`src/rtl/seq_alu.sv`:
```
// Multi-cycle ALU: single-cycle add/sub, bit-serial shifts and a shift-add unsigned
// multiply, with a start/done handshake and registered result/flags.
module seq_alu #(
    parameter int WIDTH = 16,
    parameter int SHW   = 4
) (
    input  logic             clk,
    input  logic             reset_n,
    input  logic             start,
    input  logic [2:0]       op,
    input  logic [WIDTH-1:0] rsdata,
    input  logic [WIDTH-1:0] rmdata,
    input  logic [WIDTH-1:0] N,
    output logic             busy,
    output logic             done,
    output logic [WIDTH-1:0] aluout,
    output logic             zero,
    output logic             carry
);

    typedef enum logic [1:0] {IDLE, SHIFT, MUL, DONE} state_t;

    localparam logic [2:0]   OP_LSL  = 3'b100;
    localparam logic [2:0]   OP_MUL  = 3'b101;
    localparam logic [2:0]   OP_LSR  = 3'b110;
    localparam logic [SHW:0] CNT_ONE = (SHW+1)'(1);
    localparam logic [SHW:0] CNT_MUL = (SHW+1)'(WIDTH);

    state_t           state;
    state_t           state_nxt;
    logic             accept;
    logic [SHW-1:0]   amt;
    logic [WIDTH-1:0] operand_b;
    logic [WIDTH-1:0] imm_res;
    logic             imm_carry;

    // acc holds the shift value, or the multiplicand that moves left each MUL step
    logic [WIDTH-1:0] acc;
    logic [WIDTH-1:0] mplr;
    logic [WIDTH-1:0] prod;
    logic [SHW:0]     cnt;
    logic             shr_q;
    logic [WIDTH-1:0] shift_nxt;
    logic [WIDTH-1:0] prod_nxt;

    assign accept    = start && (state == IDLE || state == DONE);
    assign amt       = N[SHW-1:0];
    assign operand_b = op[0] ? N : rmdata;
    assign shift_nxt = shr_q ? (acc >> 1) : (acc << 1);
    assign prod_nxt  = mplr[0] ? (prod + acc) : prod;

    // Single-cycle ops; SUB carry is the carry-out of A + ~B + 1, i.e. no-borrow.
    always_comb begin
        // NOTE: every output of a combinational block gets a default first so no latch is inferred.
        imm_res   = '0;
        imm_carry = 1'b0;
        case (op)
            3'b000, 3'b001: {imm_carry, imm_res} = {1'b0, rsdata} + {1'b0, operand_b};
            3'b010, 3'b011: {imm_carry, imm_res} = {1'b0, rsdata} + {1'b0, ~operand_b}
                                                   + (WIDTH+1)'(1);
            default: ;
        endcase
    end

    always_ff @(posedge clk) begin
        // NOTE: reset is sampled on the clock edge here, not asynchronously.
        if (!reset_n) state <= IDLE;
        else          state <= state_nxt;
    end

    always_comb begin
        state_nxt = state;
        case (state)
            IDLE, DONE: begin
                state_nxt = IDLE;
                if (start) begin
                    case (op)
                        OP_LSL, OP_LSR: state_nxt = (amt == '0) ? DONE : SHIFT;
                        OP_MUL:         state_nxt = MUL;
                        default:        state_nxt = DONE;
                    endcase
                end
            end
            SHIFT:   if (cnt == CNT_ONE) state_nxt = DONE;
            MUL:     if (cnt == CNT_ONE) state_nxt = DONE;
            default: state_nxt = IDLE;
        endcase
    end

    always_comb begin
        busy = (state == SHIFT) || (state == MUL);
        done = (state == DONE);
    end

    always_ff @(posedge clk) begin
        if (!reset_n) begin
            aluout <= '0;
            zero   <= 1'b0;
            carry  <= 1'b0;
            acc    <= '0;
            mplr   <= '0;
            prod   <= '0;
            cnt    <= '0;
            shr_q  <= 1'b0;
        end else if (accept) begin
            // NOTE: non-blocking assignments so every register sees pre-edge values.
            shr_q <= op[1];
            case (op)
                OP_LSL, OP_LSR: begin
                    if (amt == '0) begin
                        aluout <= rsdata;
                        zero   <= (rsdata == '0);
                        carry  <= 1'b0;
                    end else begin
                        acc <= rsdata;
                        cnt <= {1'b0, amt};
                    end
                end
                OP_MUL: begin
                    acc  <= rsdata;
                    mplr <= rmdata;
                    prod <= '0;
                    cnt  <= CNT_MUL;
                end
                default: begin
                    aluout <= imm_res;
                    zero   <= (imm_res == '0);
                    carry  <= imm_carry;
                end
            endcase
        end else begin
            case (state)
                SHIFT: begin
                    acc <= shift_nxt;
                    cnt <= cnt - CNT_ONE;
                    if (cnt == CNT_ONE) begin
                        aluout <= shift_nxt;
                        zero   <= (shift_nxt == '0);
                        carry  <= 1'b0;
                    end
                end
                MUL: begin
                    prod <= prod_nxt;
                    acc  <= acc << 1;
                    mplr <= mplr >> 1;
                    cnt  <= cnt - CNT_ONE;
                    if (cnt == CNT_ONE) begin
                        aluout <= prod_nxt;
                        zero   <= (prod_nxt == '0);
                        carry  <= 1'b0;
                    end
                end
                default: ;
            endcase
        end
    end

endmodule
```
`config.mk`:
```
export PLATFORM = sky130hd
export DESIGN_NAME = seq_alu
export DESIGN_NICKNAME = d
export VERILOG_FILES = /design/src/rtl/seq_alu.sv
export SDC_FILE = /design/constraint.sdc
export NUM_CORES = 1
export LEC_CHECK = 0
export BUFFER_PORTS_ARGS = -buffer_cell sky130_fd_sc_hd__clkbuf_2
export CORE_ASPECT_RATIO = 0.9
export CORE_UTILIZATION = 55
export CTS_CLUSTER_DIAMETER = 30
export DETAILED_ROUTE_END_ITERATION = 10
export PLACE_DENSITY_LB_ADDON = 0.1
export RECOVER_POWER = 50
export SLEW_MARGIN = 30
export SYNTH_ARGS = -nofsm -noshare
export SYNTH_HDL_FRONTEND = slang
export SYNTH_SLANG_ARGS = --single-unit
```
`constraint.sdc`:
```
create_clock -name clk -period 5.9 [get_ports clk]
set_input_delay 0 -clock clk [delete_from_list [all_inputs] [get_ports clk]]
set_output_delay 0 -clock clk [all_outputs]
set_load 0.005 [all_outputs]
```
== After elaboration in Yosys (flattened, before gate mapping) ==
Index checks and enable logic that the tools add are counted.
Word-level totals
  register bits after elaboration: 74
  output and inout bits: 20
Operators by class
  add/sub/neg operators: 5
  eq/ne operators: 18
  multiplexer cells: 41
  bitwise logic cells: 1
  reduce and logical (&&, ||, !) cells: 24
Operators by type and width (number)
  16-bit 2-to-1 mux: 15
  16-bit one-hot mux with 2 select lines: 5
  16-bit logical NOT: 4
  16-bit by 16-bit adder with 17-bit output: 2
  17-bit by 1-bit adder with 17-bit output (second input constant): 1
  16-bit adder: 1
  16-bit NOT: 1
  5-bit 2-to-1 mux: 3
  3-bit != test (second input constant): 4
  5-bit one-hot mux with 2 select lines: 1
  2-bit OR reduction: 5
  3-bit == test (second input constant): 3
  1-bit 2-to-1 mux: 8
  1-bit one-hot mux with 2 select lines: 4
  2-bit one-hot mux with 2 select lines: 2
  3-bit by 2-bit == test with 1-bit output (second input constant): 2
  2-bit 2-to-1 mux: 3
  3-bit AND reduction: 2
  2-bit nonzero test: 3
  5-bit by 1-bit == test with 1-bit output (second input constant): 1
  5-bit AND reduction: 1
  5-bit by 1-bit subtractor with 5-bit output (second input constant): 1
  2-bit == test (second input constant): 2
  4-bit logical NOT: 1
  other kinds (12): 14

== Depth between registers and ports, before layout ==
Gate-level depths: netlist of run 1.
  depth after elaboration: 8
  gate-level depth with buffers: 14
  depth with buffers taken out: 13

== Least setup slack after synthesis of run 1 ==
No wires, ideal clock.
  path type: input-to-reg
  start point: in op[0]
  end point: reg zero
  setup time: 0.080 ns
  arrival: 3.242 ns
  data required time: 5.820 ns
  path slack: 2.579 ns
  cell stages on the path: 13
  cell sequence: clkbuf_1 clkbuf_1 mux2i_1 ha_1 nor2b_1 or4_1 o21a_1 a311oi_2 a211oi_1 o41ai_2 o2111a_1 nand4_1 a211oi_2
Between the ends
  longest elaborated chain between the ends: 8
  elaborated cells between the ends (all ways): 22
  classes of those cells: add/sub: 3; eq/ne: 8; mux: 4; bitwise: 1; reduce/logical: 6
RTL lines
  start: declaration: RTL line 10  | input logic [2:0] op,
  16-bit 2-to-1 mux: RTL line 48  | assign operand_b = op[0] ? N : rmdata;
  16-bit NOT: RTL line 59  | 3'b010, 3'b011: {imm_carry, imm_res} = {1'b0, rsdata} + {1'b0, ~operand_b}
  16-bit by 16-bit adder with 17-bit output: RTL line 59
  17-bit by 1-bit adder with 17-bit output: RTL line 60  | + (WIDTH+1)'(1);
  16-bit one-hot mux with 2 select lines: RTL line 57  | case (op)
  16-bit logical NOT: RTL line 127  | zero <= (imm_res == '0);
  1-bit one-hot mux with 2 select lines: RTL line 108  | case (op)
  1-bit 2-to-1 mux: RTL line 105  | end else if (accept) begin
  end signal: assignment: RTL line 112  | zero <= (rsdata == '0);
  end signal: assignment: RTL line 127
  end signal: assignment: RTL line 138  | zero <= (shift_nxt == '0);
  end: declaration: RTL line 17  | output logic zero,
Several ways; a longest one is shown, not always the timed one.
A chain may end at the register's enable or synchronous reset.

== Worst setup path in the final report of run 1 ==
  start point: reg state[0]
  end point: reg prod[1]
Between the ends
  longest elaborated chain between the ends: 5
  elaborated cells between the ends (all ways): 9
  classes of those cells: eq/ne: 3; mux: 1; reduce/logical: 5
RTL lines
  start: declaration: RTL line 29  | state_t state;
  start signal: assignment: RTL line 68  | else state <= state_nxt;
  2-bit == test / 2-bit logical NOT (equally long branches): RTL line 46  | assign accept = start && (state == IDLE || state == DONE);
  1-bit logical OR: RTL line 46
  1-bit logical AND: RTL line 46
  2-bit by 1-bit != test with 1-bit output (no line) / 2-bit nonzero test (equally long branches)
  2-bit AND reduction (no line)
  end signal: assignment: RTL line 143  | prod <= prod_nxt;
  end: declaration: RTL line 40  | logic [WIDTH-1:0] prod;
Several ways; a longest one is shown, not always the timed one.

==> results of run 1 <==
-- sequential cells by signal, summed over array words and instances, names as in the netlist --
name	count
carry	1
mplr	16
state	2
cnt	5
shr_q	1
zero	1
aluout	16
acc	16
prod	16
-- routing by layer --
| layer | wire length, um | track usage, % |
|---|---|---|
| met5 | 0 | 0 |
| met4 | 443 | 10.9 |
| met3 | 1820 | 6.70 |
| met2 | 9430 | 54.1 |
| met1 | 9620 | 46.6 |
-- power breakdown --
| part | total (uW) | internal, uW | switching [uW] |
|---|---|---|---|
| Clock | 504 | 283 | 221 |
| Combinational | 1520 | 585 | 940 |
| Sequential | 847 | 656 | 192 |
| Total | 2880 | 1520 | 1350 |
-- cells in the mapped netlist, types with 5 or more instances --
master / instances / area share, %
mux2_2: 14 / 2.3
a31oi_1: 12 / 1.1
nor2_1: 116 / 6.5
o22ai_1: 5 / 0.46
o21ai_0: 40 / 3.0
nand2_1: 78 / 4.3
a222oi_1: 6 / 0.89
nand3_1: 13 / 0.97
xnor2_1: 17 / 2.2
o21a_1: 5 / 0.56
inv_1: 47 / 2.6
or3_1: 5 / 0.46
nor3_1: 21 / 1.6
ha_1: 58 / 11
a21boi_0: 6 / 0.67
clkbuf_1: 44 / 2.5
a21oi_1: 68 / 5.1
nand2b_1: 9 / 0.84
nor4_1: 13 / 1.2
or2_2: 6 / 0.56
nand3b_1: 5 / 0.56
xor2_1: 5 / 0.65
a211oi_1: 26 / 2.9
o211ai_1: 10 / 1.1
a311oi_1: 23 / 3.0
a221oi_1: 6 / 0.78
o21bai_1: 5 / 0.56
nor2b_1: 11 / 1.0
a21o_1: 16 / 1.8
dfxtp_1: 74 / 22
o2111ai_1: 6 / 0.78
a32oi_1: 5 / 0.65
and3_1: 5 / 0.46
mux2i_1: 43 / 6.4
nand4_1: 5 / 0.46
-- path summary, 6_finish.rpt --
path | start | to | cells past startpoint
setup reg to reg | state[0] | prod[1] | 10
hold / removal | rsdata[0] | acc[0] | 3
setup / recovery | state[0] | prod[1] | 10
hold reg to reg | prod[4] | prod[4] | 2
-- cells by family (layout without fill, tap and decap cells) --
kind of cell | after synthesis | in the layout | synth area share, %
and+or+nand+nor | 299 | 299 | 20.3
AOI/OAI and AO/OA | 279 | 279 | 28.9
buffers and inverters | 98 | 162 | 5.57
DFF | 74 | 74 | 22.0
adders and majority gates | 61 | 61 | 11.7
muxes | 57 | 57 | 8.73
xor gates and xnor gates | 22 | 22 | 2.86
-- worst min-delay path, cell delays in order --
cell and delay, ns:
clkbuf_2 0.15, nand2_1 0.08, a311oi_1 0.09
-- metrics by stage --
stage	std cells	util [%]	total power, uW
detailed placement	1075	61.4	2320
finish	1110	65.3	2880
floorplan	890	-	1890
CTS	1110	65.3	2840
global placement	1075	61.4	2280
global route	1110	65.3	3070
-- placed cells by master, fill, tap and decap left out, types with 9 or more instances in the layout --
cell | synthesis | final
clkbuf_2 | 0 | 64
nor3_1 | 21 | 21
a21oi_1 | 68 | 68
clkbuf_1 | 44 | 11
a31oi_1 | 12 | 12
dlygate4sd3_1 | 0 | 19
mux2_2 | 14 | 14
nand3_1 | 13 | 13
xnor2_1 | 17 | 17
nor4_1 | 13 | 13
a21o_1 | 16 | 16
nand2b_1 | 9 | 9
o21ai_0 | 40 | 40
a211oi_1 | 26 | 26
dfxtp_1 | 74 | 74
nor2_1 | 116 | 113
inv_1 | 47 | 47
mux2i_1 | 43 | 43
nand2_1 | 78 | 78
o211ai_1 | 10 | 10
nor2b_1 | 11 | 11
clkbuf_16 | 0 | 9
ha_1 | 58 | 58
a311oi_1 | 23 | 23
-- cell type report --
type / instances / area, sq um / share of cell area [%]
Inverter: 48 / 180 / 2.37
Clock inverter: 5 / 31.3 / 0.411
Clock buffer: 11 / 233 / 3.06
Sequential cell: 74 / 1480 / 19.5
Timing Repair Buffer: 98 / 586 / 7.69
Multi-Input combinational cell: 718 / 4910 / 64.5
Tap cell: 156 / 195 / 2.56
==> metrics, run 1 <==
Die Wd=119 um; Tot GR Track Use=34.2%; routed length per instance=19.2 um; Core Area=11700 sq um; grt total ovfl=0; largest net degree at the start of global routing=53; Synth Instances=890; Fin Hold WS=0.0311 ns; placed cell areas=7160 sq um; Post-synth EDFFs=0; Detailed Place HPWL=16000 um; io pins=74; Final Hold Viols=0; achievable clock frequency=0.255 GHz; Setup Fix Bufs, Post-CTS=0; post-route minimum period=3.92 ns; RSZ-0062 raised after global routing=no; Area Growth Syn to Fin=13.0%; Pwr Density=378 nW/um^2; async set-reset flop share out of synthesis=0%; die area=12700 sq um; syn avg cell area=7.57 sq um; CP delay by family, top=buffers and inverters; final setup TNS=0 ns; clock sink total=74; Slew Viols, Final=36; slowest CP cell=clkbuf_1; Die H=107 um; 1st-iter DRT viols=843; number of nets in the layout=1064; Critical Setup Path Class=register to register; Worst IR Drop VDD=328 uV; number of vias per cell=6.49; RePlAce Congestion=0.944; YS warnings=0; post-synth design cell area=6740 sq um; initial antenna violation count=0; CTS max path bufs=2; ys flop type=dfxtp_1; cts repair resizes=0; max cap viols=1; flops & latches, synth=74; Final ANT Viol Nets=0; CTS tree=yes; num rows=37; R2R Setup Slk=1.98 ns; Leak Pwr=0.00318 uW; worst skew pair latency=0.35 ns; Worst Path Arrival=4.13 ns; first-pass GRT wire length=34400 um; slew margin rel.=-2.10%; Setup crit end kind=register; DRC violations left=0; Routed WL=21300 um; Detailed Routing Iterations Pass 1=6; vias in the first global route=6664; Clock Skew=0.00648 ns; share of layout cells above drive strength 1=11.9%; Num CTS Buffers=9; Worst Hold Class=input pin to register; CP cell instances=inv_1 -> ha_1 -> and2_0 -> clkbuf_1 -> nor2_1 -> nor2_2 -> buf_4 -> o21ai_0 -> a32oi_1 -> nor2_1; failing checks=capacitance limit, slew limit; final setup vio count=0; Worst-path clk slew=0.06 ns; setup ws final=1.98 ns; register area share after synthesis=22.0%; cell mode on critical path=nor2_1; Syn Nets=1005; Crit path largest cell delay=1.12 ns; Final Cell Area=7610 sq um; CP bufs+invs=3; Netlist cell types=71; dpl ws=2.24 ns; starting density of the core=57.8%; # diodes=0; outcome=finished with violations; Setup crit start kind=register; CTS root buf=clkbuf_16; Fillers=1025; part of the cycle the worst path needs=66.4%; input/output buffers=73; vias after detailed routing=7206; crit path max fanout=35; Req. time, crit path=6.11 ns; CTS H-tree lvls=3; Worst-Margin Slew=1.53 ns; CTS Hold Bufs=19
No activity file was read; power rests on OpenSTA's default activity.
==> run 2: changes to the inputs <==
clock period = 3.7 ns   (was 5.9 ns; I/O delays follow)
==> run 2 against run 1 <==
The run now ends clean. Global-route usage rose by 1.0 points. Non-clock buffer count rose by 7. Total power rose by 62%. Combinational power rose by 61%. Die area did not move. Critical path depth rose by 4. Sequential cell count did not move. Worst hold slack improved by 0.012 ns. Cell count rose by 0.63%. Utilization rose by 0.48 points. Critical path type is now input pin to register. Critical endpoint is now aluout[12]. Largest power group unchanged. Highest routed layer unchanged.
==> metrics, run 2 (synthesis gave the netlist of run 1 again) <==
grt total ovfl=0 (unchanged); Num CTS Buffers=9 (unchanged); Tot GR Track Use=35.2% (+1.0 points); Final Hold Viols=0 (unchanged); Setup Fix Bufs, Post-CTS=0 (unchanged); Clock Skew=0.00932 ns (+0.00284 ns); Area Growth Syn to Fin=13.8%; Setup crit start kind=input pin; Tot Pwr=4660 uW (+62%); post-route minimum period=3.42 ns; clock sink total=74 (unchanged); Worst-Margin Slew=1.23 ns (-0.301 ns); initial antenna violation count=0 (unchanged); share of layout cells above drive strength 1=13.1% (+1.2 points); commonest non-fill, non-tap cells in the layout=nor2_1 (113), nand2_1 (78), dfxtp_1 (74); Post-Layout Cell Count=1117 (+0.63%); routed length per instance=19.7 um (+2.6%); final setup vio count=0 (unchanged); 1st-iter DRT viols=722 (-14%); crit path max fanout=3 (-91%); Worst-path clk slew=0.06 ns (about the same); Critical Setup Path Class=input pin to register; Placed Cells=1083 (+0.74%); Setup crit end kind=register; Slew Viols, Final=0 (-100%); Pwr Density=607 nW/um^2 (+61%); Die H=107 um (unchanged); final setup TNS=0 ns (unchanged); RePlAce Congestion=0.932 (-1.2%); slew margin rel.=18.0% (+20 points); vias after detailed routing=7298 (+1.3%); num rows=37 (unchanged); outcome=finished, final reports clean; CTS tree=yes; Fillers=1046 (+2.0%); CTS max path bufs=2 (unchanged); vias in the first global route=6809 (+2.2%); number of vias per cell=6.53 (+0.64%); starting density of the core=57.8% (unchanged); # diodes=0 (unchanged); Detailed Routing Iterations Pass 1=6 (unchanged); Final ANT Viol Nets=0 (unchanged); CTS H-tree lvls=3 (unchanged); worst skew pair latency=0.35 ns (about the same); Leak Pwr=0.00323 uW (+1.5%); input/output buffers=73 (unchanged); Routed WL=22000 um (+3.3%); Core Area=11700 sq um (unchanged); CTS root buf=clkbuf_16; Worst Path Arrival=3.64 ns (-0.49 ns); part of the cycle the worst path needs=92.4%; achievable clock frequency=0.292 GHz; io pins=74 (unchanged); first-pass GRT wire length=35200 um (+2.3%); setup ws final=0.281 ns (-1.70 ns); Die Wd=119 um (unchanged); dpl ws=0.315 ns (-1.93 ns); number of nets in the layout=1071 (+0.66%); Req. time, crit path=3.92 ns (-2.19 ns); commonest non-fill, non-tap cell in the layout=nor2_1; max cap viols=0 (-1); largest net degree at the start of global routing=54 (+1.9%); Worst Hold Class=input pin to register; die area=12700 sq um (unchanged); Detailed Place HPWL=16500 um (+3.3%); Worst IR Drop VDD=472 uV (+44%); DRC violations left=0 (unchanged)
## run 2: cell count changes in the layout (fill, tap and decap cells not counted), moves of 2 or more
cell	change
clkbuf_1	-2
inv_6	+2
buf_4	+7
clkbuf_2	+2
## run 2: layer usage
metal	wire length [um]	up-vias	global-route usage (%)
met4	603	0	11.4
met1	10000	3484	47.2
met5	0	-	0
met3	1590	57	7.34
li1	-	3428	-
met2	9800	329	56.2
## run 2: worst paths after layout
kind | from | to | slack [ns] | depth (start not counted)
min | N[3] | cnt[3] | 0.04 | 3
max | rmdata[0] | aluout[12] | 0.28 | 14
min reg2reg | mplr[14] | mplr[13] | 0.48 | 2
max reg2reg | state[0] | prod[0] | 0.42 | 9
## run 2: report_power, final
| part | total (uW) | internal (uW) | switching, uW |
|---|---|---|---|
| Combinational | 2450 | 955 | 1490 |
| Clock | 835 | 458 | 377 |
| Sequential | 1370 | 1040 | 327 |
## run 2: through the flow
step,hold WS [ns],area [sq um],util (%)
global placement,0.270,7220,61.9
global route,0.0427,7670,65.7
finish,0.0434,7670,65.7
floorplan,0.138,6740,-
detailed placement,0.276,7220,61.9
CTS,0.0328,7680,65.9
## run 2: worst max-delay path: stages
cell           delay [ns]
dlygate4sd3_1        0.54
clkbuf_2             0.12
mux2_2               0.29
ha_1                 0.21
fa_1                 0.41
nand3b_1             0.24
a211oi_2             0.34
o311ai_0             0.22
a2111oi_1            0.43
a211oi_1             0.11
xnor2_1              0.31
o221ai_1             0.18
a21oi_1              0.15
a21oi_1              0.09
## run 2: repair_timing
action	4_1_cts	5_1_grt
hold buffers	18	0
resized for setup	0	2
setup endpoints to repair	0	2
endpoints found under the hold margin	19	0
## run 2: area by class of cell
cell class	count	area (sq um)	area share, %
sequential	74	1480	19.3
tap	156	195	2.54
timing repair buffer	105	634	8.27
clock inverter	7	52.6	0.685
multi-input combinational	718	4900	63.9
clock buffer	9	225	2.94
inverter	48	180	2.35
